**config.mk**
```make
export PLATFORM = sky130hd
export DESIGN_NAME = decoupler_flat
export DESIGN_NICKNAME = d
export VERILOG_FILES = /design/src/rtl/decoupler_if.sv /design/src/rtl/decoupler.sv /design/src/flat_wrapper.sv
export SDC_FILE = /design/constraint.sdc
export NUM_CORES = 2
export LEC_CHECK = 0
export CAP_MARGIN = 10
export CORE_MARGIN = 5
export CORE_UTILIZATION = 40
export CTS_BUF_LIST = sky130_fd_sc_hd__clkbuf_4 sky130_fd_sc_hd__clkbuf_8
export DETAILED_ROUTE_END_ITERATION = 12
export PLACE_DENSITY = 0.65
export SLEW_MARGIN = 30
export SYNTH_ARGS = -nofsm -noshare
export SYNTH_HDL_FRONTEND = slang
export SYNTH_SLANG_ARGS = --single-unit
```
**constraint.sdc**
```tcl
create_clock -name i_clk -period 6.46 [get_ports i_clk]
set_clock_uncertainty 0.05 [all_clocks]
set_input_delay 0.646 -clock i_clk [delete_from_list [all_inputs] [get_ports i_clk]]
set_output_delay 0.646 -clock i_clk [all_outputs]
set_load 0.01 [all_outputs]
```
**src/rtl/decoupler_if.sv**
```systemverilog
// Wide-word in / narrow-element out link bundle for the decoupler.
// Both sides are FIFO-style: a beat moves on a rising edge when the request is high and the flag is low.
interface decoupler_if #(
  parameter int P_WIDTH = 32
);
  logic [2*P_WIDTH-1:0] i_data;
  logic                 i_enq;
  logic                 o_full;
  logic [P_WIDTH-1:0]   o_data;
  logic                 i_deq;
  logic                 o_empty;

  modport slave (
    input  i_data,
    input  i_enq,
    input  i_deq,
    output o_full,
    output o_data,
    output o_empty
  );

  modport master (
    output i_data,
    output i_enq,
    output i_deq,
    input  o_full,
    input  o_data,
    input  o_empty
  );
endinterface

```
**src/rtl/decoupler.sv**
```systemverilog
// Splits {hi,lo} words into a lo-first element stream; a word with lo==0 is a bare
// terminator and its hi half is dropped.

module decoupler_fifo #(
  parameter int W         = 32,
  parameter int DEPTH_LOG = 4
) (
  input  logic         clk,
  input  logic         rst_n,
  input  logic [W-1:0] wr_data,
  input  logic         push,
  output logic         full,
  output logic [W-1:0] rd_data,
  input  logic         pop,
  output logic         empty
);
  localparam int DEPTH = 1 << DEPTH_LOG;
  localparam logic [DEPTH_LOG:0]   FULL_COUNT = (DEPTH_LOG+1)'(DEPTH);
  localparam logic [DEPTH_LOG:0]   CNT_ONE    = (DEPTH_LOG+1)'(1);
  localparam logic [DEPTH_LOG-1:0] PTR_ONE    = DEPTH_LOG'(1);

  logic [W-1:0]         mem_q [DEPTH];
  logic [DEPTH_LOG-1:0] wr_ptr_q, wr_ptr_d;
  logic [DEPTH_LOG-1:0] rd_ptr_q, rd_ptr_d;
  logic [DEPTH_LOG:0]   count_q, count_d;
  logic                 full_q, full_d;
  logic                 empty_q, empty_d;
  logic                 do_push;
  logic                 do_pop;

  // A push while full is dropped even if a pop frees a slot on the same edge.
  always_comb begin
    do_push  = push && !full_q;
    do_pop   = pop && !empty_q;
    wr_ptr_d = wr_ptr_q;
    rd_ptr_d = rd_ptr_q;
    count_d  = count_q;
    if (do_push) begin
      wr_ptr_d = wr_ptr_q + PTR_ONE;
    end
    if (do_pop) begin
      rd_ptr_d = rd_ptr_q + PTR_ONE;
    end
    if (do_push && !do_pop) begin
      count_d = count_q + CNT_ONE;
    end else if (do_pop && !do_push) begin
      count_d = count_q - CNT_ONE;
    end
    full_d  = (count_d == FULL_COUNT);
    empty_d = (count_d == '0);
  end

  always_ff @(posedge clk or negedge rst_n) begin
    if (!rst_n) begin
      wr_ptr_q <= '0;
      rd_ptr_q <= '0;
      count_q  <= '0;
      full_q   <= 1'b0;
      empty_q  <= 1'b1;
    end else begin
      wr_ptr_q <= wr_ptr_d;
      rd_ptr_q <= rd_ptr_d;
      count_q  <= count_d;
      full_q   <= full_d;
      empty_q  <= empty_d;
    end
  end

  always_ff @(posedge clk) begin
    if (do_push) begin
      mem_q[wr_ptr_q] <= wr_data;
    end
  end

  assign full    = full_q;
  assign empty   = empty_q;
  assign rd_data = empty_q ? '0 : mem_q[rd_ptr_q];
endmodule

module decoupler #(
  parameter int P_WIDTH     = 32,
  parameter int P_DEPTH_LOG = 4
) (
  input  logic         i_clk,
  input  logic         i_rst_n,
  decoupler_if.slave   bus,
  output logic         o_split_hi
);
  typedef enum logic {
    ST_LO = 1'b0,
    ST_HI = 1'b1
  } state_e;

  state_e                 state_q, state_d;
  logic [2*P_WIDTH-1:0]   in_head;
  logic                   in_empty;
  logic                   in_pop;
  logic [P_WIDTH-1:0]     out_data;
  logic                   out_push;
  logic                   out_full;

  decoupler_fifo #(
    .W         (2*P_WIDTH),
    .DEPTH_LOG (P_DEPTH_LOG)
  ) u_in_fifo (
    .clk     (i_clk),
    .rst_n   (i_rst_n),
    .wr_data (bus.i_data),
    .push    (bus.i_enq),
    .full    (bus.o_full),
    .rd_data (in_head),
    .pop     (in_pop),
    .empty   (in_empty)
  );

  // The split only advances when it can both read a word and write an element,
  // so a stalled split resumes on the same half with nothing lost or repeated.
  always_comb begin
    state_d  = state_q;
    in_pop   = 1'b0;
    out_push = 1'b0;
    out_data = in_head[P_WIDTH-1:0];
    if (!in_empty && !out_full) begin
      out_push = 1'b1;
      if (state_q == ST_LO) begin
        if (in_head[P_WIDTH-1:0] == '0) begin
          in_pop = 1'b1;
        end else begin
          state_d = ST_HI;
        end
      end else begin
        out_data = in_head[2*P_WIDTH-1:P_WIDTH];
        in_pop   = 1'b1;
        state_d  = ST_LO;
      end
    end
  end

  always_ff @(posedge i_clk or negedge i_rst_n) begin
    if (!i_rst_n) begin
      state_q <= ST_LO;
    end else begin
      state_q <= state_d;
    end
  end

  decoupler_fifo #(
    .W         (P_WIDTH),
    .DEPTH_LOG (P_DEPTH_LOG)
  ) u_out_fifo (
    .clk     (i_clk),
    .rst_n   (i_rst_n),
    .wr_data (out_data),
    .push    (out_push),
    .full    (out_full),
    .rd_data (bus.o_data),
    .pop     (bus.i_deq),
    .empty   (bus.o_empty)
  );

  assign o_split_hi = (state_q == ST_HI);
endmodule
```
**src/flat_wrapper.sv**
```systemverilog
// flat-port wrapper written by rule: the top's interface ports become plain ports
module decoupler_flat 
#(
  parameter int P_WIDTH     = 32,
  parameter int P_DEPTH_LOG = 4
)
  (i_clk, i_rst_n, o_split_hi, bus_i_data, bus_i_enq, bus_i_deq, bus_o_full, bus_o_data, bus_o_empty);
  decoupler_if #(.P_WIDTH(P_WIDTH)) bus_i ();
  input  logic i_clk;
  input  logic i_rst_n;
  output logic o_split_hi;
  input wire logic [$bits(bus_i.i_data)-1:0] bus_i_data;
  input wire logic [$bits(bus_i.i_enq)-1:0] bus_i_enq;
  input wire logic [$bits(bus_i.i_deq)-1:0] bus_i_deq;
  output wire logic [$bits(bus_i.o_full)-1:0] bus_o_full;
  output wire logic [$bits(bus_i.o_data)-1:0] bus_o_data;
  output wire logic [$bits(bus_i.o_empty)-1:0] bus_o_empty;
  assign bus_i.i_data = bus_i_data;
  assign bus_i.i_enq = bus_i_enq;
  assign bus_i.i_deq = bus_i_deq;
  assign bus_o_full = bus_i.o_full;
  assign bus_o_data = bus_i.o_data;
  assign bus_o_empty = bus_i.o_empty;
  decoupler #(.P_WIDTH(P_WIDTH), .P_DEPTH_LOG(P_DEPTH_LOG)) u_core (.i_clk(i_clk), .i_rst_n(i_rst_n), .bus(bus_i), .o_split_hi(o_split_hi));
endmodule
```
; After elaboration in Yosys (flattened, before gate mapping)
; Memories as Yosys holds them, arrays and structs flattened.
; Cells that the tools add are included.
[totals]
regBits = 31
mem_bits_rw = 1536
inputBits = 68
out_inout_bits = 35
n_memories = 2
[memory_table]
columns = name, depth, word_bits, rd, rd_clocked_by_memory_dff, wr, line
row1 = u_core.u_in_fifo.mem_q, 16, 64, 1, 0, 1, decoupler.sv:22  ; logic [W-1:0] mem_q [DEPTH];
row2 = u_core.u_out_fifo.mem_q, 16, 32, 1, 0, 1, decoupler.sv:22
[classes]
addsub = 8
eq_ne = 2
mux = 18
n_reduce_logical = 20
[op_table]
columns = op, count
row1 = 32-bit two-way mux, 3
row2 = 64-bit two-way mux, 1
row3 = 32-bit logical NOT, 1
row4 = 5-bit two-way mux, 4
row5 = 4-bit by 1-bit adder with 4-bit output (second input constant), 4
row6 = 5-bit by 1-bit adder with 5-bit output (second input constant), 2
row7 = 5-bit == test (second input constant), 2
row8 = 5-bit logical NOT, 2
row9 = 1-bit two-way mux, 10
row10 = 5-bit by 1-bit subtractor with 5-bit output (second input constant), 2
row11 = 1-bit logical AND, 9
row12 = 1-bit logical NOT, 8

; Depth between registers and ports, before layout
; An unclocked memory read counts as a cell.
[logic_depth]
depth_word = 11
depth_mapped = 17

; Modules after synthesis
; Synthesis repeated with hierarchy kept, for this count alone.
[hier_totals]
cells_unflattened = 2829
hier_area_um2 = 61058.6
[by_module_without_submodules]
columns = mod, n_inst, cells_each, area_per_inst_um2
row1 = decoupler_fifo (u_core.u_in_fifo), 1, 1827, 39977.1
row2 = decoupler_fifo (u_core.u_out_fifo), 1, 948, 20398.3
row3 = decoupler, 1, 54, 683.2

; Worst setup path before layout
; Ideal clock, no wire load.
[synth_path]
path_kind = input port to flip-flop
from = input port bus_i_enq
to = memory u_core.u_in_fifo.mem_q[3][0] (netlist name), enable pin
setup_time_ns = 0.564
arrival_time_ns = 5.822
t_required_ns = 5.846
setup_slack_ns = 0.024
path_stages = 5
path_buffers = 2
path_cell_list = nor2b_1 -> clkbuf_1 -> clkbuf_1 -> nand2_1 -> nor3_1
[synth_via]
elab_chain_len = 3
[synth_rtl]
columns = item, line
row1 = "start, declared", flat_wrapper.sv:13  ; input wire logic [$bits(bus_i.i_enq)-1:0] bus_i_enq;
row2 = 1-bit logical AND, decoupler.sv:33  ; do_push = push && !full_q;
row3 = 1-bit two-way mux, decoupler.sv:70  ; if (do_push) begin
row4 = 1-bit two-way mux (not written as such), decoupler.sv:71  ; mem_q[wr_ptr_q] <= wr_data;
row5 = "end, declared", decoupler.sv:22
; Every way passes these cells.

; Final worst setup path
[layout_path]
from = register u_core.u_out_fifo.rd_ptr_q[0]
to = output port bus_o_data[16]
[layout_via]
elab_chain_len = 2
[layout_rtl]
columns = item, line
row1 = "start, declared", decoupler.sv:24  ; logic [DEPTH_LOG-1:0] rd_ptr_q, rd_ptr_d;
row2 = "start signal, assigned", decoupler.sv:62  ; rd_ptr_q <= rd_ptr_d;
row3 = memory 16 x 32 bit, n/a
row4 = 32-bit two-way mux, decoupler.sv:77  ; assign rd_data = empty_q ? '0 : mem_q[rd_ptr_q];
row5 = "end, declared", flat_wrapper.sv:16  ; output wire logic [$bits(bus_i.o_data)-1:0] bus_o_data;
; Every way passes these cells.

==> impl_results.md <==
- Status: complete, no violations
- Initial cell density of the core: about two fifths
- Overall routed net length: between 100 and 150 mm
- Critical-path cell with the highest stage delay: sky130_fd_sc_hd__dfrtp_4
- Root buffer cell: sky130_fd_sc_hd__clkbuf_8
- Number of library cell types mapped by synthesis: 62
- Required time of the critical path: between 5000 and 6000 ps
- Number of DRC markers after the initial detailed-route iteration: between 2000 and 3000
- TritonCTS sink count: ~1600
- Final max-slew violation count: 0
- Cell taking the most area after synthesis: sky130_fd_sc_hd__edfxtp_1
- Drt first pass iters: 5
- Netlist area before placement: 60400 um2
- Post-synthesis sequential area ratio: between 70% and 80%
- Setup Crit Path Kind: reg -> out
- Maximum root-to-sink buffer count: 3
- Post-CTS clock slew at the launch and capture registers of the worst setup and hold paths: about 60 ps
- Setup repair after global routing missed its margin: false
- Clock latency reported for the late side of the worst-skew pair: approximately 1000 ps
- Reg-to-reg slack, setup: about 1700 ps
- Total nets after synthesis: 2700
- Vias in the first global route: between 30000 and 40000
- Critical-path cell list: buf_12 > buf_4 > mux4_2 > mux4_2 > nor2b_1 > clkdlybuf4s50_1
- Area of the core: between 100000 and 150000 um2
- Synth Flop Type: sky130_fd_sc_hd__edfxtp_1
- Worst EP arrival: between 4000 and 5000 ps
- Critical Path Start Type: register
- Detailed Place HPWL: between 80 and 90 mm
- Final weighted congestion of routability-driven global placement: between 0.8 and 0.9
- Static leakage: 22.0 nW
- Proportion of netlist area held by the largest area contributor: approximately 76%
- Number of remaining DRC errors: 0
- Post-CTS setup repair buffer count: 0
- Overflow left after global routing: 0
- Fraction of final layout cells sized beyond drive strength 1: between 30 and 40%
- Critical path's most frequent cell: sky130_fd_sc_hd__mux4_2
- Hold Fails Final Rpt: 0
- Height of the die: between 300 and 400 um
- Overall Power: approximately 35 mW
- Number of maximum-capacitance constraint violations: 0
- Fin Setup TNS: 0 ps
- Count of synthesis-stage warnings from yosys: 0
- Power density over cell area: a little over 500 nW/um2
- Post-detailed-route via-to-cell ratio: around 5.6
- Number of buffers inserted during clock tree synthesis: 240
- Stage delay of the slowest cell on the critical path: about 770 ps
- Largest cells by area after synthesis: sky130_fd_sc_hd__edfxtp_1 (76%), sky130_fd_sc_hd__mux4_2 (16%), sky130_fd_sc_hd__mux2i_1 (1.3%)
- Number of gates given a new drive strength after cts: 0
- DR WL/cell: between 20 and 30 um
- CTS tree: done
- Critical path endpoint category: primary output
- Worst Path Max Fanout: 25
- Detailed-route via count: roughly 29000
- Post-synth EDFFs: ~1500
- Number of placement rows: around 140
- Final #Nets: 3000
- Highest clock frequency the design can meet: 201 MHz
- Most common cell in the netlist: sky130_fd_sc_hd__edfxtp_1
- Worst VDD drop: 0.285 mV
- Pin count of the biggest net entering global routing: 92
- Number of I/O port buffers: 102
- Count of nets left with antenna violations after detail routing: 0
- Syn Inst Count: ~2600
- Total global routing track utilization: 18.5%
- Setup-violating endpoint count in the final report: 0
- Area of the die: around 160000 um2
- Worst slew margin relative to its limit: between 30 and 40%
- Width of the die: about 400 um
- Worst hold path type: in -> async
- Hold-fix buffer count after cts: 1
- Ratio of final minimum period to clock period: between 70% and 80%
- Flip-flop and latch count after synthesis: around 1600
- Synth Area per Inst: approximately 23 um2
- Synth-to-layout area growth: 15.0%
- CTS HTree Levels: 4
- Wire length of the first global-routing pass: approximately 210 mm
- Most numerous cell types in the synthesized netlist: sky130_fd_sc_hd__edfxtp_1 (1536), sky130_fd_sc_hd__mux4_2 (420), sky130_fd_sc_hd__mux2i_1 (78)
- Least-Margin Pin Slew: approximately 1000 ps
- Fraction of synthesis flops using an asynchronous set or reset pin: 1.98%
- Antenna violations before repair: 19
- Min Clock Period, post-route: ~5000 ps
- # IOs: 103
[kinds of logic after synthesis]
kind of cell | count (synthesis) | share of synthesized area (%)
AO/OA/AOI/OAI | 135 | 1.60
XOR/XNOR | 21 | 0.305
adder cells (fa/ha/maj) | 14 | 0.290
buffers and inverters | 150 | 1.16
flip-flops | 1567 | 77.7
multiplexers | 502 | 17.0
AND/OR/NAND/NOR | 229 | 1.97
[area by class of cell]
cell class,instances,area [um2]
diodes,10,25.0
clock inverters,138,1010
well taps,2016,2520
inverters,11,42.5
repair buffers,197,2030
flip-flops and latches,1567,46900
clock buffers,307,3830
fillers,12300,80500
multi-input cells,901,13100
[cell usage in the layout, fill, tap and decap left out, types with 9 or more instances in the layout]
cell / count
sky130_fd_sc_hd__nor3_1: 16
sky130_fd_sc_hd__o21ai_0: 18
sky130_fd_sc_hd__a221oi_1: 22
sky130_fd_sc_hd__nor2b_1: 40
sky130_fd_sc_hd__dfrtp_1: 22
sky130_fd_sc_hd__nand2b_1: 9
sky130_fd_sc_hd__buf_4: 71
sky130_fd_sc_hd__bufinv_16: 9
sky130_fd_sc_hd__mux2i_1: 78
sky130_fd_sc_hd__and2_2: 16
sky130_fd_sc_hd__xnor2_1: 15
sky130_fd_sc_hd__nor2_1: 32
sky130_fd_sc_hd__diode_2: 10
sky130_fd_sc_hd__a22oi_1: 26
sky130_fd_sc_hd__buf_12: 15
sky130_fd_sc_hd__clkinv_2: 36
sky130_fd_sc_hd__a21oi_1: 22
sky130_fd_sc_hd__mux4_2: 420
sky130_fd_sc_hd__clkbuf_8: 244
sky130_fd_sc_hd__clkbuf_4: 63
sky130_fd_sc_hd__nand2_1: 54
sky130_fd_sc_hd__clkdlybuf4s50_1: 101
sky130_fd_sc_hd__inv_1: 9
sky130_fd_sc_hd__ha_1: 14
sky130_fd_sc_hd__nor2_4: 12
sky130_fd_sc_hd__edfxtp_1: 1536
sky130_fd_sc_hd__clkinv_1: 79
[where the power goes]
part | internal (mW) | total (mW) | switching (mW)
sequential | 14.3 | 15.1 | 0.822
combinational | 4.84 | 11.9 | 7.08
clock | 4.30 | 8.15 | 3.86
[final timing paths]
check                                              startpoint                           end  cells after the start
worst max register to register   u_core.u_in_fifo.rd_ptr_q[0]         u_core.u_in_fifo.full                     11
worst min-delay path                                  i_rst_n  u_core.u_in_fifo.rd_ptr_q[1]                      2
worst max-delay path            u_core.u_out_fifo.rd_ptr_q[0]                bus_o_data[16]                      6
worst min register to register   u_core.u_out_fifo.count_q[4]  u_core.u_out_fifo.count_q[4]                      1
max in group asynchronous                             i_rst_n  u_core.u_in_fifo.rd_ptr_q[0]                      2
min in group i_clk               u_core.u_out_fifo.count_q[4]  u_core.u_out_fifo.count_q[4]                      1
[stage by stage]
step                      hold slack [ps]  cell area (um2)  cells  setup WS, ps  utilization [%]
final                                 363            69500   5147          1490             46.3
after detailed placement              427            64500   4689          1550             43.0
after floorplan                       300            60400   2618          24.0                -
after CTS                             262            69400   5135          1260             46.3
after global routing                  338            69500   5140          1160             46.3
after global placement                410            64300   4684          1550             42.9
[worst max-delay path: cells and delay by family (launching register included)]
kind	cells	cell delay, ps
flip-flops	1	770
AND/OR/NAND/NOR	1	190
buffers and inverters	3	1280
multiplexers	2	1050
[state kept, by name, summed over array words and instances (netlist names)]
| register | flops |
|---|---|
| u_core.u_in_fifo.mem_q | 1024 |
| u_core.u_out_fifo.mem_q | 512 |
| u_core.u_in_fifo.count_q | 5 |
| u_core.u_out_fifo.count_q | 5 |
| u_core.u_in_fifo.rd_ptr_q | 4 |
| u_core.u_in_fifo.wr_ptr_q | 4 |
| u_core.u_out_fifo.rd_ptr_q | 4 |
| u_core.u_out_fifo.wr_ptr_q | 4 |
| u_core.o_split_hi | 1 |
| u_core.u_in_fifo.empty | 1 |
| u_core.u_in_fifo.full | 1 |
| u_core.u_out_fifo.empty | 1 |
| u_core.u_out_fifo.full | 1 |
[layer usage]
layer	global-route usage (%)	share of wire (%)
met1	24.2	39
met5	0	0.023
met3	4.36	7.6
met4	5.45	2.5
met2	31.0	51
Note: power is estimated with default switching activity, not from simulation.
